File: config.mk
export PLATFORM = sky130hd
export DESIGN_NAME = reg_bank_8x8_flat
export DESIGN_NICKNAME = d
export VERILOG_FILES = /design/src/rtl/reg_bank_8x8_if.sv /design/src/rtl/reg_bank_8x8.sv /design/src/flat_wrapper.sv
export SDC_FILE = /design/constraint.sdc
export NUM_CORES = 1
export LEC_CHECK = 0
export ABC_AREA = 1
export CORE_ASPECT_RATIO = 1.2
export CORE_MARGIN = 5
export CORE_UTILIZATION = 53
export DETAILED_ROUTE_END_ITERATION = 10
export DONT_BUFFER_PORTS = 1
export PLACE_DENSITY_LB_ADDON = 0.25
export SETUP_SLACK_MARGIN = 0.5
export SKIP_LAST_GASP = 1
export SYNTH_ARGS = -nofsm -noshare
export SYNTH_HDL_FRONTEND = slang
export SYNTH_HIERARCHICAL = 1
export SYNTH_SLANG_ARGS = --single-unit
File: constraint.sdc
create_clock -name Clk -period 1.7 [get_ports Clk]
set_input_delay 0.17 -clock Clk [delete_from_list [all_inputs] [get_ports Clk]]
set_output_delay 0.17 -clock Clk [all_outputs]
set_load 0.02 [all_outputs]
File: src/rtl/reg_bank_8x8_if.sv
// Bus between the 8x8 register bank and its user: write port, inc/dec port
// and the eight parallel register outputs plus the wrap flag.
interface reg_bank_8x8_if #(
    parameter int WIDTH = 8
);
    logic             WE;
    logic [2:0]       WA;
    logic [WIDTH-1:0] WD;
    logic             IncEn;
    logic             DecEn;
    logic [2:0]       IA;
    logic [WIDTH-1:0] A, B, C, D, E, F, G, H;
    logic             Wrap;

    modport master (
        output WE, WA, WD, IncEn, DecEn, IA,
        input  A, B, C, D, E, F, G, H, Wrap
    );

    modport slave (
        input  WE, WA, WD, IncEn, DecEn, IA,
        output A, B, C, D, E, F, G, H, Wrap
    );
endinterface

File: src/rtl/reg_bank_8x8.sv
// Eight-entry register bank with one write port and one inc/dec port; all
// entries are driven in parallel toward the downstream operand mux.
module reg_bank_8x8_entry #(
    parameter int               WIDTH   = 8,
    parameter logic [WIDTH-1:0] RST_VAL = '0
) (
    input  logic             Clk,
    input  logic             Rst,
    input  logic             wr,
    input  logic [WIDTH-1:0] wd,
    input  logic             step,
    input  logic             dec,
    output logic [WIDTH-1:0] q
);
    // Write has priority; the top only raises both on different entries anyway.
    always_ff @(posedge Clk) begin
        if (Rst)
            q <= RST_VAL;
        else if (wr)
            q <= wd;
        else if (step)
            q <= dec ? q - WIDTH'(1) : q + WIDTH'(1);
    end
endmodule

module reg_bank_8x8 #(
    parameter int               WIDTH   = 8,
    parameter logic [WIDTH-1:0] RST_VAL = '0
) (
    input  logic           Clk,
    input  logic           Rst,
    reg_bank_8x8_if.slave  bus
);
    localparam int NUM_REGS = 8;

    logic [NUM_REGS-1:0][WIDTH-1:0] regs;
    logic [NUM_REGS-1:0]            wr_sel;
    logic [NUM_REGS-1:0]            step_sel;
    logic                           step_req;
    logic                           collide;
    logic                           step_eff;
    logic [WIDTH-1:0]               step_cur;
    logic                           wraps;
    logic                           wrap_q;

    // 1,1 and 0,0 both mean "no request"; a same-address write swallows the step.
    assign step_req = bus.IncEn ^ bus.DecEn;
    assign collide  = bus.WE && step_req && (bus.WA == bus.IA);
    assign step_eff = step_req && !collide;

    assign step_cur = regs[bus.IA];
    assign wraps    = bus.DecEn ? (step_cur == '0) : (step_cur == '1);

    genvar i;
    generate
        for (i = 0; i < NUM_REGS; i++) begin : g_reg
            assign wr_sel[i]   = bus.WE   && (bus.WA == 3'(i));
            assign step_sel[i] = step_eff && (bus.IA == 3'(i));

            reg_bank_8x8_entry #(
                .WIDTH   (WIDTH),
                .RST_VAL (RST_VAL)
            ) u_entry (
                .Clk  (Clk),
                .Rst  (Rst),
                .wr   (wr_sel[i]),
                .wd   (bus.WD),
                .step (step_sel[i]),
                .dec  (bus.DecEn),
                .q    (regs[i])
            );
        end
    endgenerate

    always_ff @(posedge Clk) begin
        if (Rst)
            wrap_q <= 1'b0;
        else if (step_eff)
            wrap_q <= wraps;
    end

    assign bus.A    = regs[0];
    assign bus.B    = regs[1];
    assign bus.C    = regs[2];
    assign bus.D    = regs[3];
    assign bus.E    = regs[4];
    assign bus.F    = regs[5];
    assign bus.G    = regs[6];
    assign bus.H    = regs[7];
    assign bus.Wrap = wrap_q;
endmodule

File: src/flat_wrapper.sv
// flat-port wrapper written by rule: the top's interface ports become plain ports
module reg_bank_8x8_flat 
#(
    parameter int               WIDTH   = 8,
    parameter logic [WIDTH-1:0] RST_VAL = '0
)
  (Clk, Rst, bus_WE, bus_WA, bus_WD, bus_IncEn, bus_DecEn, bus_IA, bus_A, bus_B, bus_C, bus_D, bus_E, bus_F, bus_G, bus_H, bus_Wrap);
  reg_bank_8x8_if #(.WIDTH(WIDTH)) bus_i ();
  input  logic Clk;
  input  logic Rst;
  input wire logic [$bits(bus_i.WE)-1:0] bus_WE;
  input wire logic [$bits(bus_i.WA)-1:0] bus_WA;
  input wire logic [$bits(bus_i.WD)-1:0] bus_WD;
  input wire logic [$bits(bus_i.IncEn)-1:0] bus_IncEn;
  input wire logic [$bits(bus_i.DecEn)-1:0] bus_DecEn;
  input wire logic [$bits(bus_i.IA)-1:0] bus_IA;
  output wire logic [$bits(bus_i.A)-1:0] bus_A;
  output wire logic [$bits(bus_i.B)-1:0] bus_B;
  output wire logic [$bits(bus_i.C)-1:0] bus_C;
  output wire logic [$bits(bus_i.D)-1:0] bus_D;
  output wire logic [$bits(bus_i.E)-1:0] bus_E;
  output wire logic [$bits(bus_i.F)-1:0] bus_F;
  output wire logic [$bits(bus_i.G)-1:0] bus_G;
  output wire logic [$bits(bus_i.H)-1:0] bus_H;
  output wire logic [$bits(bus_i.Wrap)-1:0] bus_Wrap;
  assign bus_i.WE = bus_WE;
  assign bus_i.WA = bus_WA;
  assign bus_i.WD = bus_WD;
  assign bus_i.IncEn = bus_IncEn;
  assign bus_i.DecEn = bus_DecEn;
  assign bus_i.IA = bus_IA;
  assign bus_A = bus_i.A;
  assign bus_B = bus_i.B;
  assign bus_C = bus_i.C;
  assign bus_D = bus_i.D;
  assign bus_E = bus_i.E;
  assign bus_F = bus_i.F;
  assign bus_G = bus_i.G;
  assign bus_H = bus_i.H;
  assign bus_Wrap = bus_i.Wrap;
  reg_bank_8x8 #(.WIDTH(WIDTH), .RST_VAL(RST_VAL)) u_core (.Clk(Clk), .Rst(Rst), .bus(bus_i));
endmodule
==> reports/qor.yml, run 1 <==
route.detailed.vias_per_inst: 5.945
final_cell_mix: "321 x nand2_1, 112 x inv_1, 96 x buf_4"
netlist.top_cell.by_area: "nand2_1"
grt_util_met2_pct: 52.26
fillCellCount: 803
synth_area_leaders: "nand2_1 22%, dfxtp_1 20%, ha_1 9.2%"
number_of_buffer_cells_added_on_primary_ports: 0
cp.required_ns: 1.92
cp-start-kind: "flip-flop"
via_count_of_the_first_global_routing_pass: 7319
synth-edff-count: 0
critPathMaxStageDelay_ns: 0.34
violations_in_the_final_reports: "hold timing"
ys.flop_type: "dfxtp_1"
fraction_of_registers_with_async_set_reset_pct: 0
finish.instance_area_mm2: 0.009397
detailedRoute.firstPassIterationCount: 9
cpMostUsedCell: "nand2_1"
chipWidth_um: 111.1
compound_cell_area_share_of_the_yosys_netlist_pct: 13.58
regArea_mm2: 0.001388
cts_made_buffers: 9
final_hold_viol_count: 48
overflow: 0
placed_area_mm2: 0.007259
ys_ff_latch: 65
synth.lib_cells_used.distinct: 33
global_route.peak_usage_layer: "met2"
critPathCaptureType: "flip-flop"
tns_ns: 0
drt_drc_violations_left: 0
critical_path.reg2reg.endpoint: "u_core/g_reg[3].u_entry/q[6]"
multi_input_comb_area_mm2: 0.005851
boundaryPins: 84
dominant_combinational_cell_family_by_area_after_synthesis: "simple AND/OR/NAND/NOR gates"
post-dp-hpwl_um: 14980
final.hold.worst_slack_ns: -0.1116
htreeDepth: 3
diodes_inserted: 0
tritoncts: "built"
hold_start: "Rst"
synth_adder_area_share_pct: 11.71
power.density_mw_per_mm2: 554.9
worst_slew_pin_slew_ns: 0.4617
r2r-start: "u_core/g_reg[3].u_entry/q[0]"
post_synth_instance_area_mm2: 0.006497
hold_path_class: "in -> reg"
die_area_mm2: 0.01458
run_status: "finished with violations"
grt_antenna_before_repair: 0
cell_leakage_power_nw: 4.352
row_count: 44
post_route_cells_drive_above_1_share_pct: 41.82
design.final.nets: 1252
worst_r2r_path_depth: 10
grt_setup_unrepaired: "true"
ant_nets: 0
synthesis.instances: 1059
start_util_pct: 53.89
timing.hold.worst_path_depth: 1
synthDominantCellAreaShare_pct: 22.24
route.detailed.wl_per_inst_um: 18.43
cts.clk_slew.worst_paths_ns: 0.05
r2r_setup_slack_ns: 0.21
mux_cell_area_share_after_synthesis_pct: 0
synth_seq_area_share_pct: 20.03
yosysWarnings: 6
post-route-min-period_ns: 1.491
worstHoldEndpoint: "u_core/g_reg[1].u_entry/q[6]"
met3_usage_pct: 5.842
cts_hold_repair.buffers: 4
worstPathMaxFanout: 3
ir_worst_vdd_v: 0.0004631
worst_path_max_delay_cell: "fa_2"
cts-root-buf: "clkbuf_16"
gp_routability_congestion: 0.9568
yosys.area_share.simple_pct: 41.65
cap_violations: 0
core_region_area_mm2: 0.01206
final_min_period_over_clock_period_pct: 87.71
grt_pass1_wl_um: 36220
worst_clock_skew_ns: 0.003224
pin_count_of_the_biggest_net_entering_global_routing: 68
drt_iter0_drc: 959
area_delta_synth_final_pct: 44.62
critPathTopFamily: "simple AND/OR/NAND/NOR gates"
critical_path_class: "reg -> reg"
net_count_synth: 1134
use_met1_pct: 35.50
syn_area_per_cell_um2: 6.135
cts-root-to-sink-buffers: 2
post_synth_xor_xnor_area_pct: 1.348
slew_headroom_pct: 69.10
finalNonFillerCells: 1340
slew_violations: 0
vias: 7966
finalWirelength_um: 24690
setup-violations-final: 0
final_common_cell: "nand2_1"
groute.usage.overall_pct: 30.15
floorplan.die.height_um: 131.3
source_to_sink_clock_delay_at_the_later_pin_of_the_worst_skew_pair_ns: 0.34
worst-path-buf-inv: 2
numClockSinks: 65
cell_breakdown_of_the_critical_path: "inv_2, fa_2, inv_2, nand2_1, nand2_2, nand3b_1, nand2_1, nand2_1, nand3_2, a21oi_2"
achievable-frequency_mhz: 670.7
dpl.cell_count: 1290
worst_ep_arrival_time_ns: 1.71
[registers in the layout, indices dropped and copies added (netlist names)]
signal / count
u_core/g.u_entry/q: 64
u_core/bus.Wrap: 1
[power breakdown]
group | internal [mW] | leakage, nW | switching (mW) | total (mW)
registers | 1.60 | 0.555 | 0.0811 | 1.68
clock network | 1.08 | 0.134 | 0.661 | 1.74
logic | 0.795 | 3.66 | 0.994 | 1.79
[worst max path at each step]
stage                                  from                           end  slack (ns)  cells past startpoint
3_3_place_gp                      bus_WA[2]  u_core/g_reg[3].u_entry/q[5]        0.03                     10
5_1_grt        u_core/g_reg[3].u_entry/q[1]  u_core/g_reg[3].u_entry/q[6]        0.12                     10
4_1_cts        u_core/g_reg[2].u_entry/q[1]  u_core/g_reg[2].u_entry/q[4]        0.27                      9
6_report       u_core/g_reg[3].u_entry/q[0]  u_core/g_reg[3].u_entry/q[6]        0.21                     10
3_5_place_dp                      bus_WA[0]  u_core/g_reg[3].u_entry/q[3]        0.02                      9
2_1_floorplan                     bus_IA[1]  u_core/g_reg[0].u_entry/q[3]         0.1                     10
[repair_timing]
action,CTS,global route
pin swaps,97,133
hold endpoints to repair,53,49
buffers inserted,23,10
setup endpoints to repair,64,65
gates resized for setup,238,168
[logic make-up (layout without fill, tap and decap cells)]
group,after synthesis,after routing
xor+xnor,10,10
flops,65,65
compound gates,142,142
simple gates,609,609
buf+inv,177,297
fa+ha+maj,56,56
[cell usage after synthesis, drive strengths merged (2+ instances only)]
cell type / n
nand2: 391
inv: 155
nand3: 104
dfxtp: 65
nor2: 64
a21oi: 58
ha: 48
a22oi: 32
o21ai: 25
or2: 24
buf: 20
a31oi: 17
nand3b: 16
xnor2: 9
and2: 8
fa: 8
o221ai: 8
clkbuf: 2
nand4: 2
[metrics by stage]
stage | hold WS (ns) | utilization, % | setup WS [ns] | power [mW]
global placement | 0.2462 | 60.21 | 0.03232 | 2.906
finish | -0.1116 | 77.94 | 0.2089 | 5.214
floorplan | 0.2324 | - | 0.09707 | 2.624
global route | -0.1050 | 77.94 | 0.1226 | 5.438
detailed placement | 0.2458 | 60.21 | 0.01716 | 2.927
CTS | -0.1083 | 72.01 | 0.2667 | 4.923
[routing by layer]
metal	share of wire (%)	vias to the layer above
met5	0	-
met1	37	3700
li1	-	3672
met3	8.6	130
met2	49	464
met4	5.6	0
[area by class of cell]
class / instances / share of cell area, %
Clock buffer: 13 / 2.876
Timing Repair Buffer: 129 / 11.70
Sequential cell: 65 / 14.77
Inverter: 155 / 6.245
Multi-Input combinational cell: 817 / 62.26
Tap cell: 161 / 2.144
(Power assumes the default switching activity.)
==> run 2: changes to the inputs <==
--- a/config.mk
+++ b/config.mk
@@ -11,7 +11,7 @@
 export CORE_UTILIZATION = 53
 export DETAILED_ROUTE_END_ITERATION = 10
 export DONT_BUFFER_PORTS = 1
-export PLACE_DENSITY_LB_ADDON = 0.25
+export PLACE_DENSITY = 0.76
 export SETUP_SLACK_MARGIN = 0.5
 export SKIP_LAST_GASP = 1
 export SYNTH_ARGS = -nofsm -noshare
==> reports/qor.yml, run 2 (same netlist as run 1, synthesis figures left out) <==
cp-start-kind: "flip-flop"
r2r_setup_slack_ns: 0.16  # -0.05 ns
route.detailed.vias_per_inst: 6.117  # +2.9%
cts_made_buffers: 9  # unchanged
r2r-start: "u_core/g_reg[4].u_entry/q[1]"
worst_r2r_path_depth: 9  # -1
critPathCaptureType: "flip-flop"
slew_headroom_pct: 68.63  # -0.47 points
ant_nets: 0  # unchanged
tns_ns: 0  # unchanged
run_status: "finished with violations"
power_switching_share_pct: 33.71  # +0.41 points
p_total_mw: 5.440  # +4.3%
min_setup_slack_post_route_ns: 0.1563  # -0.05261 ns
worstPathMaxFanout: 3  # unchanged
route.detailed.wl_per_inst_um: 19.76  # +7.2%
design.final.nets: 1263  # +0.88%
post-dp-hpwl_um: 15000  # +0.18%
post_route_cells_drive_above_1_share_pct: 42.67  # +0.85 points
finish.instance_area_mm2: 0.009564  # +1.8%
drt_iter0_drc: 1056  # +10%
detailedRoute.firstPassIterationCount: 7  # -2
worst_path_max_delay_cell: "fa_2"
vias: 8283  # +4.0%
final_hold_viol_count: 49  # +2.1%
pin_count_of_the_biggest_net_entering_global_routing: 68  # unchanged
achievable-frequency_mhz: 647.8  # -3.4%
gp_routability_congestion: 0.9789  # +2.3%
p_seq_share_pct: 31.0  # -1.3 points
cts.clk_slew.worst_paths_ns: 0.06  # about the same
final_common_cell: "nand2_1"
grt_setup_unrepaired: "true"
final.hold.worst_slack_ns: -0.1132  # -0.001660 ns
power.combinational.fraction_pct: 34.5  # +0.2 points
via_count_of_the_first_global_routing_pass: 7812  # +6.7%
start_util_pct: 53.89  # unchanged
cell_leakage_power_nw: 4.421  # +1.6%
worst_slew_pin_slew_ns: 0.4687  # +0.007010 ns
htreeDepth: 3  # unchanged
finalNonFillerCells: 1354  # +1.0%
chipWidth_um: 111.1  # unchanged
fillCellCount: 721  # -10%
final_min_period_over_clock_period_pct: 90.80  # +3.1 points
boundaryPins: 84  # unchanged
drt_drc_violations_left: 0  # unchanged
final_cell_mix: "314 x nand2_1, 109 x inv_1, 96 x buf_4"
cell_breakdown_of_the_critical_path: "inv_2, fa_2, inv_2, nand2_1, nand2_2, and2_4, or2_1, nand3_2, a21oi_2"
source_to_sink_clock_delay_at_the_later_pin_of_the_worst_skew_pair_ns: 0.34  # about the same
power.density_mw_per_mm2: 568.8  # +2.5%
floorplan.die.height_um: 131.3  # unchanged
die_area_mm2: 0.01458  # unchanged
clock_power_share_pct: 34.5  # +1.1 points
violations_in_the_final_reports: "hold timing"
placement.setup.worst_slack_ns: 0.05671  # +0.03956 ns
cp.required_ns: 1.96  # +0.04 ns
ir_worst_vdd_v: 0.0004709  # +1.7%
largest_register_ff_count: 64  # unchanged
max_flop_register: "u_core/g.u_entry/q"
worstHoldEndpoint: "u_core/g_reg[1].u_entry/q[6]"
net-switching-power_mw: 1.834  # +5.6%
placed_area_mm2: 0.007252  # -0.10%
cts_hold_repair.buffers: 6  # +2
groute.usage.overall_pct: 32.24  # +2.1 points
tritoncts: "built"
cap_violations: 0  # unchanged
number_of_buffer_cells_added_on_primary_ports: 0  # unchanged
grt_antenna_before_repair: 0  # unchanged
overflow: 0  # unchanged
hold_path_class: "in -> reg"
grt_pass1_wl_um: 38640  # +6.7%
setup-violations-final: 0  # unchanged
critical_path.reg2reg.endpoint: "u_core/g_reg[4].u_entry/q[4]"
worst_clock_skew_ns: 0.009311  # +0.006087 ns
slew_violations: 0  # unchanged
row_count: 44  # unchanged
cts-root-to-sink-buffers: 2  # unchanged
dpl.cell_count: 1289  # -0.078%
worst_ep_arrival_time_ns: 1.80  # +0.09 ns
diodes_inserted: 0  # unchanged
cts-root-buf: "clkbuf_16"
post-route-min-period_ns: 1.544  # +0.05261 ns
core_region_area_mm2: 0.01206  # unchanged
area_delta_synth_final_pct: 47.20
critPathMaxStageDelay_ns: 0.38  # +0.04 ns
numClockSinks: 65  # unchanged
timing.hold.worst_path_depth: 1  # unchanged
finalWirelength_um: 26750  # +8.4%
hold_start: "Rst"
internal_power_mw: 3.607  # +3.7%
critical_path_class: "reg -> reg"
cpMostUsedCell: "inv_2"
run 2: layout make-up:
type | instances | area, um2 | area share, %
Multi-Input combinational cell | 817 | 5861 | 61.28
Sequential cell | 65 | 1393 | 14.56
Timing Repair Buffer | 140 | 1237 | 12.94
Inverter | 155 | 581.8 | 6.083
Clock buffer | 13 | 250.2 | 2.616
Tap cell | 161 | 201.4 | 2.106
Clock inverter | 3 | 40.04 | 0.4186
run 2: worst max-delay path, delay by kind of cell (launching register included):
family / cells / cell delay, ns
compound gates: 1 / 0.13
fa+ha+maj: 1 / 0.38
buf+inv: 2 / 0.15
flops: 1 / 0.35
simple gates: 5 / 0.45
run 2: stage by stage:
step	hold slack, ns	util [%]
after floorplan	0.2324	-
after global placement	0.2431	60.15
after detailed placement	0.2470	60.15
after CTS	-0.1129	73.85
after global routing	-0.1201	79.33
final	-0.1132	79.33
run 2: how the worst max path moves through the flow:
stage	end	depth (start not counted)	start	slack, ns
floorplan	u_core/g_reg[0].u_entry/q[3]	10	bus_IA[1]	0.1
global placement	u_core/g_reg[2].u_entry/q[3]	10	bus_WA[2]	0.08
detailed placement	u_core/g_reg[0].u_entry/q[6]	10	bus_WA[2]	0.06
CTS	u_core/g_reg[1].u_entry/q[4]	9	u_core/g_reg[1].u_entry/q[1]	0.26
global route	u_core/g_reg[4].u_entry/q[4]	9	u_core/g_reg[4].u_entry/q[1]	0.09
finish	u_core/g_reg[4].u_entry/q[4]	9	u_core/g_reg[4].u_entry/q[1]	0.16
run 2: per-layer routing:
| layer | global-route usage [%] | routed length (um) |
|---|---|---|
| met5 | 0 | 0 |
| met2 | 55.90 | 12790 |
| met1 | 37.25 | 9366 |
| met4 | 17.92 | 1994 |
| met3 | 6.026 | 2606 |
run 2: what timing repair did:
action / in CTS / in global routing
resized for setup: 255 / 165
buffers inserted: 28 / 15
pin swaps: 105 / 106
setup endpoints to repair: 64 / 70
endpoints found under the hold margin: 55 / 49
cloned: 0 / 0
run 2: power by group through the flow:
stage	clock network (mW)	logic, mW	registers, mW
final	1.88	1.88	1.69
after global routing	1.95	2.00	1.69
after CTS	1.87	1.56	1.68
after detailed placement	0	1.24	1.69
after global placement	0	1.22	1.69
after floorplan	0	0.843	1.78
